==> config.mk <==
export PLATFORM = sky130hd
export DESIGN_NAME = lut_target_writer
export DESIGN_NICKNAME = d
export VERILOG_FILES = /design/src/rtl/lut_target_writer.sv
export SDC_FILE = /design/constraint.sdc
export NUM_CORES = 1
export LEC_CHECK = 0
export CAP_MARGIN = 30
export CORE_ASPECT_RATIO = 0.75
export CORE_UTILIZATION = 61
export CTS_BUF_LIST = sky130_fd_sc_hd__clkbuf_8
export DETAILED_ROUTE_END_ITERATION = 8
export PLACE_DENSITY = 0.81
export SETUP_SLACK_MARGIN = 0.1
export SKIP_CTS_REPAIR_TIMING = 1
export SLEW_MARGIN = 20
export SYNTH_ARGS = -nofsm -noshare
export SYNTH_HDL_FRONTEND = slang
export SYNTH_SLANG_ARGS = --single-unit
==> constraint.sdc <==
create_clock -name Clk -period 2.7 [get_ports Clk]
set_input_delay 0.27 -clock Clk [delete_from_list [all_inputs] [get_ports Clk]]
set_output_delay 0.27 -clock Clk [all_outputs]
set_load 0.01 [all_outputs]
==> src/rtl/lut_target_writer.sv <==
// Branch-target table write side.
// A loader writes (index, target) pairs over a valid/ready handshake.
// Fetch reads the table combinationally.
// After reset, and whenever ClearReq is seen in IDLE, the table is swept
// to DEFAULT one entry per cycle.
module lut_target_writer #(
  parameter int unsigned     ENTRIES = 16,
  parameter int unsigned     IDX_W   = 4,
  parameter int unsigned     TW      = 10,
  parameter logic [TW-1:0]   DEFAULT = 10'h001
) (
  input  logic             Clk,
  input  logic             Reset,
  input  logic             WrValid,
  output logic             WrReady,
  input  logic [IDX_W-1:0] WrIdx,
  input  logic [TW-1:0]    WrTarget,
  input  logic             ClearReq,
  input  logic [IDX_W-1:0] RdAddr,
  output logic [TW-1:0]    RdTarget,
  output logic             Busy,
  output logic             ClearDone,
  output logic [7:0]       WrCount
);

  typedef enum logic {
    S_CLEAR = 1'b0,
    S_IDLE  = 1'b1
  } state_t;

  state_t             state_q, state_d;
  logic [IDX_W-1:0]   idx_q, idx_d;
  logic [7:0]         cnt_q, cnt_d;
  logic               clear_done_q, clear_done_d;

  // The array has no reset; the sweep is what initialises it.
  logic [TW-1:0]      mem_q [ENTRIES];
  logic               mem_we;
  logic [IDX_W-1:0]   mem_waddr;
  logic [TW-1:0]      mem_wdata;

  // Next-state logic: sweep progress, write acceptance, clear priority.
  always_comb begin
    state_d      = state_q;
    idx_d        = idx_q;
    cnt_d        = cnt_q;
    clear_done_d = 1'b0;
    mem_we       = 1'b0;
    mem_waddr    = idx_q;
    mem_wdata    = DEFAULT;
    case (state_q)
      S_CLEAR: begin
        // ClearReq is deliberately ignored here; the sweep never restarts.
        mem_we    = 1'b1;
        mem_waddr = idx_q;
        mem_wdata = DEFAULT;
        if (idx_q == IDX_W'(ENTRIES - 1)) begin
          state_d      = S_IDLE;
          idx_d        = '0;
          clear_done_d = 1'b1;
        end else begin
          idx_d = idx_q + 1'b1;
        end
      end
      S_IDLE: begin
        if (ClearReq) begin
          // The clear wins over a simultaneous write; the loader keeps holding it.
          state_d = S_CLEAR;
          idx_d   = '0;
          cnt_d   = '0;
        end else if (WrValid) begin
          mem_we    = 1'b1;
          mem_waddr = WrIdx;
          mem_wdata = WrTarget;
          if (cnt_q != 8'hFF) begin
            cnt_d = cnt_q + 8'd1;
          end
        end
      end
      default: begin
        state_d = S_CLEAR;
        idx_d   = '0;
      end
    endcase
  end

  // Control state: FSM, sweep index, write counter, done pulse.
  always_ff @(posedge Clk or posedge Reset) begin
    if (Reset) begin
      state_q      <= S_CLEAR;
      idx_q        <= '0;
      cnt_q        <= '0;
      clear_done_q <= 1'b0;
    end else begin
      state_q      <= state_d;
      idx_q        <= idx_d;
      cnt_q        <= cnt_d;
      clear_done_q <= clear_done_d;
    end
  end

  // Table storage: one write port shared by the sweep and the loader.
  always_ff @(posedge Clk) begin
    if (mem_we) begin
      mem_q[mem_waddr] <= mem_wdata;
    end
  end

  assign Busy      = (state_q == S_CLEAR);
  assign WrReady   = (state_q == S_IDLE) && !ClearReq;
  assign ClearDone = clear_done_q;
  assign WrCount   = cnt_q;
  // Reads are masked while busy, so partially swept contents never leak out.
  assign RdTarget  = Busy ? DEFAULT : mem_q[RdAddr];

endmodule

==> results_tabular.tex, run 1 <==
\begin{tabular}{lr}
\hline
Metric & Value \\
\hline
\multicolumn{2}{l}{\textbf{STA}} \\
Post-route clock period utilization & 0.955 \\
Unrepaired setup endpoints after global routing & true \\
Post-route minimum period & 2580 ps \\
Max-slew violation count & 0 \\
Worst Tran Pin Value & 698 ps \\
Post-layout worst setup margin & 121 ps \\
Setup violations, final & 0 \\
Rel. slew slack & 0.534 \\
Worst clock skew & 8.17 ps \\
Final hold vios & 0 \\
Max Clk Rate & 0.388 GHz \\
\multicolumn{2}{l}{\textbf{Synthesis}} \\
Flop and latch count out of synthesis & 174 \\
Sequential fraction of the synthesis area & 0.719 \\
Count of different cell masters after synthesis & 46 \\
Predominant post-synthesis flop cell & sky130\_fd\_sc\_hd\_\_edfxtp\_1 \\
Net count after synthesis & 402 \\
Netlist area before placement & 7170 µm² \\
Avg Cell Area, Syn & 19.0 µm² \\
Synthesis warning total & 0 \\
Share of synthesized flip-flops with an asynchronous set or reset & 0.0805 \\
Number of synthesized flops with an enable pin & 160 \\
Post-Synthesis Cells & approximately 380 \\
\multicolumn{2}{l}{\textbf{Route}} \\
Post-Route WL & 14.2 mm \\
Total via count after detailed routing & 3947 \\
Post-detailed-route DRC marker count & 0 \\
Number of optimization iterations in the first detailed-route pass & 5 \\
First DRT Iteration DRCs & 475 \\
ANT nets after route & 0 \\
DR WL/cell & 22.5 µm \\
Via/cell ratio & 6.27 \\
\multicolumn{2}{l}{\textbf{Pwr}} \\
Total power of the final layout & between 6 and 7 mW \\
Leakage & 2.81 nW \\
Worst IR drop on VDD & 0.506 mV \\
Cell Pwr Density & roughly 820 nW/µm² \\
\multicolumn{2}{l}{\textbf{Floorplanning}} \\
Core area & around 11000 µm² \\
Top-level I/O count & 43 \\
Starting density of the core & 0.641 \\
Die outline width & about 130 µm \\
Area of the die & between 10000 and 15000 µm² \\
Std-Cell Rows & 33 \\
Die height & approximately 96 µm \\
\multicolumn{2}{l}{\textbf{Setup path}} \\
Number of cells traversed by the worst register-to-register path & 6 \\
Reg-to-reg critical path endpoint & mem\_q[12][5] \\
Data arrival time of the critical path & 2310 ps \\
CP required & 2430 ps \\
Worst Setup Path Type & primary input to primary output \\
Peak per-stage delay on the critical path & 580 ps \\
Beginning of the worst register-to-register path & state\_q \\
Ordered cell list for the critical path & clkdlybuf4s50\_1, inv\_2, mux2i\_1, o22ai\_1, clkdlybuf4s50\_1 \\
Crit path launch type & primary input \\
Slowest cell on the critical path & sky130\_fd\_sc\_hd\_\_clkdlybuf4s50\_1 \\
Cell occurring most often along the worst timing path & sky130\_fd\_sc\_hd\_\_clkdlybuf4s50\_1 \\
Sort of element at the end of the critical path & primary output \\
CP Max Fanout & 15 \\
Worst reg-to-reg setup slack & 450 ps \\
\multicolumn{2}{l}{\textbf{Clock network}} \\
Clock root buffer & sky130\_fd\_sc\_hd\_\_clkbuf\_8 \\
Clock insertion delay at the later pin of the skew report & about 430 ps \\
Number of clock sinks & 174 \\
CTS tree & built \\
Clock input transition at the sequential cells of the worst setup and hold paths & 90 ps \\
Max Buffers Root-to-Sink & 2 \\
Clock buffers created by TritonCTS & 17 \\
Number of H-tree levels & 4 \\
\multicolumn{2}{l}{\textbf{Cells and area}} \\
Share of cells above drive strength 1 & 0.188 \\
Design area & 8400 µm² \\
Layout overhead on the synthesized area & 17.2\% \\
Most frequent standard cell in the layout excluding fill and tap cells & sky130\_fd\_sc\_hd\_\_edfxtp\_1 \\
\# nets final & 484 \\
Register cell area after layout & about 5200 µm² \\
Inserted Diodes & 0 \\
Most frequent cells in the layout & sky130\_fd\_sc\_hd\_\_edfxtp\_1, sky130\_fd\_sc\_hd\_\_clkdlybuf4s50\_1, sky130\_fd\_sc\_hd\_\_buf\_4, sky130\_fd\_sc\_hd\_\_mux4\_1, sky130\_fd\_sc\_hd\_\_nor2\_1 \\
Filler instances & 617 \\
Multi-input gate area in the final layout & 1890 µm² \\
\multicolumn{2}{l}{\textbf{Global route}} \\
Antenna violations before repair & 0 \\
Via count of the first global-routing pass & 3771 \\
Gr ovfl total & 0 \\
Pin count of the biggest net entering global routing & 40 \\
Overall fraction of global-route tracks in use & 0.251 \\
Global-route wire length before repair & 21.5 mm \\
\multicolumn{2}{l}{\textbf{Placement}} \\
Placed cell areas & 7930 µm² \\
Final weighted congestion in routability-driven placement & 0.941 \\
Port Buffers & 42 \\
Pre-CTS setup slack & 94.0 ps \\
Half-perimeter wire length after placement & 9.36 mm \\
\multicolumn{2}{l}{\textbf{Status}} \\
Status & complete, no violations \\
\multicolumn{2}{l}{\textbf{Job}} \\
Max-cap check violation count & 0 \\
\multicolumn{2}{l}{\textbf{Hold path}} \\
Hold crit path type & primary input to asynchronous set/reset pin \\
\hline
\end{tabular}
-- where the power goes --
group,internal (mW),leakage (nW),switching [mW]
sequential,3.49,1.57,0.175
combinational,0.608,1.04,0.779
clock,0.911,0.199,0.902
total,5.01,2.81,1.86
-- area by class of cell --
type	count	area share
Sequential cell	174	0.614
Multi-Input combinational cell	181	0.224
Timing Repair Buffer	77	0.0865
Clock buffer	17	0.0278
Tap cell	157	0.0234
Clock inverter	15	0.0204
Inverter	9	0.00402
-- Yosys cell counts, types with 4 or more instances --
cell                         n  area share
sky130_fd_sc_hd__edfxtp_1  160        0.67
sky130_fd_sc_hd__mux4_1     25       0.092
sky130_fd_sc_hd__nor2_1     22       0.012
sky130_fd_sc_hd__mux2i_1    19       0.027
sky130_fd_sc_hd__dfrtp_1    14       0.049
sky130_fd_sc_hd__mux4_2     12       0.038
sky130_fd_sc_hd__and2_1     11      0.0096
sky130_fd_sc_hd__nand3_1    10      0.0070
sky130_fd_sc_hd__nand2_1     9      0.0047
sky130_fd_sc_hd__a21oi_1     8      0.0056
sky130_fd_sc_hd__inv_1       7      0.0037
sky130_fd_sc_hd__o22ai_1     7      0.0061
sky130_fd_sc_hd__a31oi_1     5      0.0044
sky130_fd_sc_hd__buf_6       4      0.0063
sky130_fd_sc_hd__clkbuf_1    4      0.0021
sky130_fd_sc_hd__nor2b_1     4      0.0035
sky130_fd_sc_hd__nor3_1      4      0.0028
sky130_fd_sc_hd__o21ai_0     4      0.0028
sky130_fd_sc_hd__o311ai_0    4      0.0049
-- worst max-delay path: cells and delay by family --
family                 cells  cell delay (ps)
buffers and inverters      3             1570
AOI/OAI and AO/OA          1              250
muxes                      1              210
-- cells by family (layout without fill, tap and decap cells) --
group | Yosys count | count (layout) | share of synthesized area
XOR/XNOR | 1 | 1 | 0.00122
buffers and inverters | 23 | 118 | 0.0218
flip-flops | 174 | 174 | 0.719
AND/OR/NAND/NOR | 73 | 73 | 0.0515
AO/OA/AOI/OAI | 49 | 49 | 0.0476
multiplexers | 56 | 56 | 0.156
adder cells (fa/ha/maj) | 2 | 2 | 0.00349
-- stage by stage --
stage	TNS (ps)	hold slack (ps)	instances	utilization
3_5_place_dp	0	544	594	0.708
3_3_place_gp	0	534	590	0.705
6_report	0	180	630	0.751
5_1_grt	0	210	630	0.751
2_1_floorplan	0	159	378	-
4_1_cts	-48.4	180	626	0.745
-- flip-flops by register name (all words and copies together) (netlist names) --
register / flops
idx_q: 4
ClearDone: 1
WrCount: 8
state_q: 1
mem_q: 160
-- routing by layer --
layer,wire length (µm),global-route usage
met1,6250,0.357
met2,6750,0.388
met3,993,0.0639
met4,175,0.0833
met5,0,0
-- worst max-delay path by stage --
stage                   start            to  slack, ps  depth (start not counted)
CTS                   state_q   RdTarget[4]        -40                          6
global route        RdAddr[2]   RdTarget[2]         80                          5
floorplan             state_q   mem_q[1][0]        840                          5
finish              RdAddr[2]   RdTarget[2]        120                          5
detailed placement   ClearReq  mem_q[10][2]         90                          5
global placement     ClearReq  mem_q[13][6]         60                          5
No activity file was read; power rests on OpenSTA's default activity.
==> run 2: changes to the inputs <==
--- a/config.mk
+++ b/config.mk
@@ -5,15 +5,12 @@
 export SDC_FILE = /design/constraint.sdc
 export NUM_CORES = 1
 export LEC_CHECK = 0
-export CAP_MARGIN = 30
-export CORE_ASPECT_RATIO = 0.75
 export CORE_UTILIZATION = 61
 export CTS_BUF_LIST = sky130_fd_sc_hd__clkbuf_8
 export DETAILED_ROUTE_END_ITERATION = 8
 export PLACE_DENSITY = 0.81
 export SETUP_SLACK_MARGIN = 0.1
 export SKIP_CTS_REPAIR_TIMING = 1
-export SLEW_MARGIN = 20
 export SYNTH_ARGS = -nofsm -noshare
 export SYNTH_HDL_FRONTEND = slang
 export SYNTH_SLANG_ARGS = --single-unit
==> run 2 against run 1 <==
  * Register-to-register slack got worse by 230 ps
  * Non-clock buffer count decreased by 10
  * Setup slack gained 71 ps
  * Total power is 0.51% lower
  * Via count down 2.4%
  * Highest routed layer unchanged
  * Worst hold slack lost 32 ps
==> results_tabular.tex, run 2 (synthesized netlist as in run 1, its figures left out) <==
\begin{tabular}{lr}
\hline
Metric & Value \\
\hline
\multicolumn{2}{l}{\textbf{Placement}} \\
Placed cell areas & roughly 7900 µm² \\
Pre-CTS setup slack & -95.2 ps \\
Final weighted congestion in routability-driven placement & $\sim$0.89 \\
Half-perimeter wire length after placement & between 9 and 10 mm \\
Port Buffers & 42 \\
\multicolumn{2}{l}{\textbf{STA}} \\
Post-route minimum period & 2510 ps \\
Final hold vios & 0 \\
Setup violations, final & 0 \\
Worst Tran Pin Value & 1060 ps \\
Post-layout worst setup margin & 193 ps \\
Unrepaired setup endpoints after global routing & false \\
Final Hold Slack & roughly 150 ps \\
Max-slew violation count & 0 \\
Worst clock skew & 17.6 ps \\
Accumulated negative setup slack & 0 ps \\
Max Clk Rate & 0.399 GHz \\
Post-route clock period utilization & 0.929 \\
Rel. slew slack & 0.290 \\
\multicolumn{2}{l}{\textbf{Global route}} \\
Gr ovfl total & 0 \\
Antenna violations before repair & 0 \\
Global-route wire length before repair & between 20 and 25 mm \\
Via count of the first global-routing pass & 3973 \\
Pin count of the biggest net entering global routing & 40 \\
Overall fraction of global-route tracks in use & 0.247 \\
\multicolumn{2}{l}{\textbf{Route}} \\
Number of optimization iterations in the first detailed-route pass & 5 \\
Via/cell ratio & 6.36 \\
Post-Route WL & about 14 mm \\
DR WL/cell & 23.8 µm \\
First DRT Iteration DRCs & approximately 350 \\
Total via count after detailed routing & 3854 \\
ANT nets after route & 0 \\
Post-detailed-route DRC marker count & 0 \\
\multicolumn{2}{l}{\textbf{Setup path}} \\
CP required & 2430 ps \\
Peak per-stage delay on the critical path & 570 ps \\
Cell occurring most often along the worst timing path & sky130\_fd\_sc\_hd\_\_buf\_4 \\
Data arrival time of the critical path & approximately 2200 ps \\
Worst Setup Path Type & flip-flop to primary output \\
CP Max Fanout & 7 \\
Crit path launch type & flip-flop \\
Ordered cell list for the critical path & buf\_4, nand2\_1, buf\_4, o22ai\_1, clkdlybuf4s50\_1 \\
Sort of element at the end of the critical path & primary output \\
Slowest cell on the critical path & sky130\_fd\_sc\_hd\_\_clkdlybuf4s50\_1 \\
\multicolumn{2}{l}{\textbf{Cells and area}} \\
Share of cells above drive strength 1 & 0.160 \\
\# nets final & 474 \\
Filler instances & 682 \\
Most frequent cells in the layout & sky130\_fd\_sc\_hd\_\_edfxtp\_1, sky130\_fd\_sc\_hd\_\_clkdlybuf4s50\_1, sky130\_fd\_sc\_hd\_\_mux4\_1, sky130\_fd\_sc\_hd\_\_buf\_4, sky130\_fd\_sc\_hd\_\_nor2\_1 \\
Design area & 8310 µm² \\
Register name with the most flops & mem\_q \\
Inserted Diodes & 0 \\
Final core utilization & 0.728 \\
Layout overhead on the synthesized area & 15.9\% \\
Flip-flop count of the largest register after layout & 160 \\
Most frequent standard cell in the layout excluding fill and tap cells & sky130\_fd\_sc\_hd\_\_edfxtp\_1 \\
\multicolumn{2}{l}{\textbf{Status}} \\
Status & complete, no violations \\
\multicolumn{2}{l}{\textbf{Floorplanning}} \\
Std-Cell Rows & 39 \\
Core area & 11400 µm² \\
Die outline width & 110 µm \\
Area of the die & 12200 µm² \\
Top-level I/O count & 43 \\
Starting density of the core & 0.628 \\
Die height & 110 µm \\
\multicolumn{2}{l}{\textbf{Hold path}} \\
Hold crit path type & primary input to asynchronous set/reset pin \\
\multicolumn{2}{l}{\textbf{Pwr}} \\
Cell Pwr Density & 822 nW/µm² \\
Switching power of the nets & 1.87 mW \\
Relative contribution of the clock network to total power & 0.268 \\
Proportion of total power due to net switching & 0.273 \\
Worst IR drop on VDD & 0.513 mV \\
Comb pwr share & 0.194 \\
Internal Power & 4.96 mW \\
Leakage & 2.82 nW \\
Portion of total power attributed to sequential cells & 0.539 \\
\multicolumn{2}{l}{\textbf{Clock network}} \\
Clock buffers created by TritonCTS & 17 \\
Clock root buffer & sky130\_fd\_sc\_hd\_\_clkbuf\_8 \\
CTS tree & built \\
Clock insertion delay at the later pin of the skew report & roughly 450 ps \\
Number of H-tree levels & 4 \\
Clock input transition at the sequential cells of the worst setup and hold paths & 100 ps \\
Number of clock sinks & 174 \\
Max Buffers Root-to-Sink & 2 \\
\multicolumn{2}{l}{\textbf{Job}} \\
Max-cap check violation count & 0 \\
\hline
\end{tabular}
[run 2: stage by stage]
stage	total power, mW	cells
after floorplan	4.44	378
after global placement	4.95	573
after detailed placement	5.02	573
after CTS	6.83	605
after global routing	7.08	606
final	6.83	606
[run 2: worst paths after layout]
check                      depth (start not counted)  startpoint           end  slack, ps
max reg2reg                                        4     state_q  mem_q[14][4]        220
min reg2reg                                        1  WrCount[3]    WrCount[3]        570
max in group asynchronous                          2       Reset      idx_q[0]       2180
max                                                5     state_q   RdTarget[1]        190
min in group Clk                                   1  WrCount[3]    WrCount[3]        570
min                                                2       Reset    WrCount[0]        150
[run 2: power by group through the flow]
stage	Clock, mW	Combinational, mW	Sequential [mW]
after detailed placement	0	1.29	3.74
after floorplan	0	0.784	3.66
after CTS	1.85	1.31	3.68
final	1.83	1.32	3.68
after global routing	1.95	1.41	3.72
after global placement	0	1.25	3.70
[run 2: critical path: cells and delay by family (launching register included)]
kind	cells	cell delay, ps
AOI/OAI and AO/OA	1	210
buffers and inverters	3	980
DFF	1	430
and+or+nand+nor	1	160
[run 2: layer usage]
layer | up-vias | GRT usage | share of wire
met3 | 28 | 0.0499 | 0.076
met2 | 199 | 0.395 | 0.51
met1 | 1913 | 0.331 | 0.39
met4 | 0 | 0.116 | 0.024
met5 | - | 0 | 0
li1 | 1714 | - | -
[run 2: layout make-up]
class	instances	area, µm²	area share
clock buffer	17	234	0.0281
clock inverter	15	171	0.0206
inverter	9	33.8	0.00406
multi-input combinational	181	1870	0.225
sequential	174	5150	0.620
tap	143	179	0.0215
timing repair buffer	67	668	0.0804
==> run 3: changes to the inputs <==
--- a/config.mk
+++ b/config.mk
@@ -5,6 +5,7 @@
 export SDC_FILE = /design/constraint.sdc
 export NUM_CORES = 1
 export LEC_CHECK = 0
+export CORE_MARGIN = 2
 export CORE_UTILIZATION = 61
 export CTS_BUF_LIST = sky130_fd_sc_hd__clkbuf_8
 export DETAILED_ROUTE_END_ITERATION = 8
==> run 3 against run 2 <==
  * First-iteration DRC count rose by 14%
  * Combinational power about the same
  * Die area grew 3.7%
  * Count of clock-buffer cells in the layout unchanged
  * Critical path depth down 1
  * Final area is 0.26% lower
  * Sequential cell count is the same
  * Clock skew shrank 6.3 ps
  * Non-clock buffer count shrank 2
  * Sequential share of layout area up 0.17 points
  * Fmax up 0.27%
  * Critical path type is now flip-flop to flip-flop
==> results_tabular.tex, run 3 (synthesized netlist as in run 1, its figures left out) <==
\begin{tabular}{lr}
\hline
Metric & Value \\
\hline
\multicolumn{2}{l}{\textbf{Status}} \\
Status & complete, no violations \\
\multicolumn{2}{l}{\textbf{Route}} \\
DR WL met3 & roughly 1.2 mm \\
Post-Route WL & 14.1 mm \\
Total via count after detailed routing & 3907 \\
Number of optimization iterations in the first detailed-route pass & 5 \\
First DRT Iteration DRCs & 400 \\
Post-detailed-route DRC marker count & 0 \\
Met2 Wirelength & roughly 7.0 mm \\
ANT nets after route & 0 \\
DR WL/cell & 23.4 µm \\
Via/cell ratio & 6.47 \\
Max layer used & met4 \\
Post-route met1 wirelength & 5.64 mm \\
\multicolumn{2}{l}{\textbf{Setup path}} \\
CP required & 2760 ps \\
Worst Setup Path Type & flip-flop to flip-flop \\
Data arrival time of the critical path & roughly 2600 ps \\
CP Max Fanout & 10 \\
Crit path launch type & flip-flop \\
Number of cells traversed by the worst register-to-register path & 4 \\
Sort of element at the end of the critical path & flip-flop \\
\multicolumn{2}{l}{\textbf{Floorplanning}} \\
Top-level I/O count & 43 \\
Std-Cell Rows & 39 \\
Die outline width & 112 µm \\
Starting density of the core & 0.626 \\
Area of the die & between 10000 and 15000 µm² \\
Die height & 112 µm \\
Core area & 11500 µm² \\
\multicolumn{2}{l}{\textbf{STA}} \\
Worst Tran Pin Value & 1150 ps \\
Post-route clock period utilization & 0.926 \\
Rel. slew slack & 0.231 \\
Setup violations, final & 0 \\
Max-slew violation count & 0 \\
Final hold vios & 0 \\
Post-route minimum period & 2500 ps \\
Max Clk Rate & 0.400 GHz \\
Unrepaired setup endpoints after global routing & false \\
Worst clock skew & 11.3 ps \\
\multicolumn{2}{l}{\textbf{Cells and area}} \\
Multi-input gate area in the final layout & 1880 µm² \\
Filler instances & approximately 640 \\
Flip-flop count of the largest register after layout & 160 \\
Finished Layout Cells & 604 \\
Share of cells above drive strength 1 & 0.161 \\
Most frequent standard cell in the layout excluding fill and tap cells & sky130\_fd\_sc\_hd\_\_edfxtp\_1 \\
Register cell area after layout & 5160 µm² \\
Register name with the most flops & mem\_q \\
Layout overhead on the synthesized area & 15.6\% \\
\# nets final & 472 \\
Inserted Diodes & 0 \\
Design area & 8290 µm² \\
Most frequent cells in the layout & sky130\_fd\_sc\_hd\_\_edfxtp\_1, sky130\_fd\_sc\_hd\_\_clkdlybuf4s50\_1, sky130\_fd\_sc\_hd\_\_mux4\_1, sky130\_fd\_sc\_hd\_\_nor2\_1, sky130\_fd\_sc\_hd\_\_buf\_4 \\
\multicolumn{2}{l}{\textbf{Global route}} \\
Overall fraction of global-route tracks in use & 0.234 \\
Pin count of the biggest net entering global routing & 40 \\
Gr ovfl total & 0 \\
Antenna violations before repair & 0 \\
Via count of the first global-routing pass & 3872 \\
Global-route wire length before repair & 21.7 mm \\
\multicolumn{2}{l}{\textbf{Clock network}} \\
Clock root buffer & sky130\_fd\_sc\_hd\_\_clkbuf\_8 \\
Clock input transition at the sequential cells of the worst setup and hold paths & $\sim$90 ps \\
Number of H-tree levels & 4 \\
Max Buffers Root-to-Sink & 2 \\
Number of clock sinks & approximately 170 \\
CTS tree & built \\
Clock insertion delay at the later pin of the skew report & 440 ps \\
Clock buffers created by TritonCTS & 17 \\
\multicolumn{2}{l}{\textbf{Placement}} \\
Placed insts & 570 \\
Placed cell areas & 7830 µm² \\
Final weighted congestion in routability-driven placement & 0.858 \\
Half-perimeter wire length after placement & 8.91 mm \\
Port Buffers & 42 \\
\multicolumn{2}{l}{\textbf{Job}} \\
Max-cap check violation count & 0 \\
\multicolumn{2}{l}{\textbf{Pwr}} \\
Cell Pwr Density & 821 nW/µm² \\
Leakage & 2.82 nW \\
Worst IR drop on VDD & 0.560 mV \\
\multicolumn{2}{l}{\textbf{Hold path}} \\
Hold crit path type & primary input to asynchronous set/reset pin \\
\hline
\end{tabular}
## run 3: final cells by class
type,instances,area share
Timing Repair Buffer,65,0.0773
Sequential cell,174,0.622
Multi-Input combinational cell,181,0.226
Clock buffer,17,0.0282
Tap cell,143,0.0216
Inverter,9,0.00407
Clock inverter,15,0.0207
## run 3: through the flow
step                      worst slack, ps  utilization  TNS (ps)  power [mW]  hold slack [ps]
final                                 199        0.723         0        6.80              160
after global routing                 93.4        0.723         0        7.06              220
after CTS                            -101        0.718      -246        6.81              174
after detailed placement            -26.3        0.683      -382        5.01              546
after global placement               91.1        0.683         0        4.92              545
after floorplan                       839            -         0        4.44              159
## run 3: worst paths after layout
check | from | end | slack [ps]
min | Reset | ClearDone | 160
max reg2reg | state_q | mem_q[12][4] | 200
max | state_q | mem_q[12][4] | 200
min in group Clk | WrCount[1] | WrCount[1] | 570
max in group asynchronous | Reset | state_q | 2160
min reg2reg | WrCount[1] | WrCount[1] | 570
## run 3: power breakdown
group | leakage [nW] | switching [mW] | internal [mW] | total (mW)
registers | 1.57 | 0.180 | 3.50 | 3.68
clock network | 0.220 | 0.906 | 0.918 | 1.82
logic | 1.04 | 0.757 | 0.543 | 1.30
total | 2.82 | 1.84 | 4.96 | 6.80
## run 3: per-layer routing
| metal | global-route usage | vias to the layer above |
|---|---|---|
| met5 | 0 | - |
| li1 | - | 1714 |
| met3 | 0.0551 | 40 |
| met2 | 0.377 | 223 |
| met1 | 0.325 | 1930 |
| met4 | 0.0715 | 0 |
## run 3: worst max-delay path: stages, from the launching register on
cell and delay [ps]:
sky130_fd_sc_hd__dfrtp_2 420, sky130_fd_sc_hd__and3b_1 310, sky130_fd_sc_hd__nor3_1 310, sky130_fd_sc_hd__a31oi_1 170
sky130_fd_sc_hd__nor2_1 910
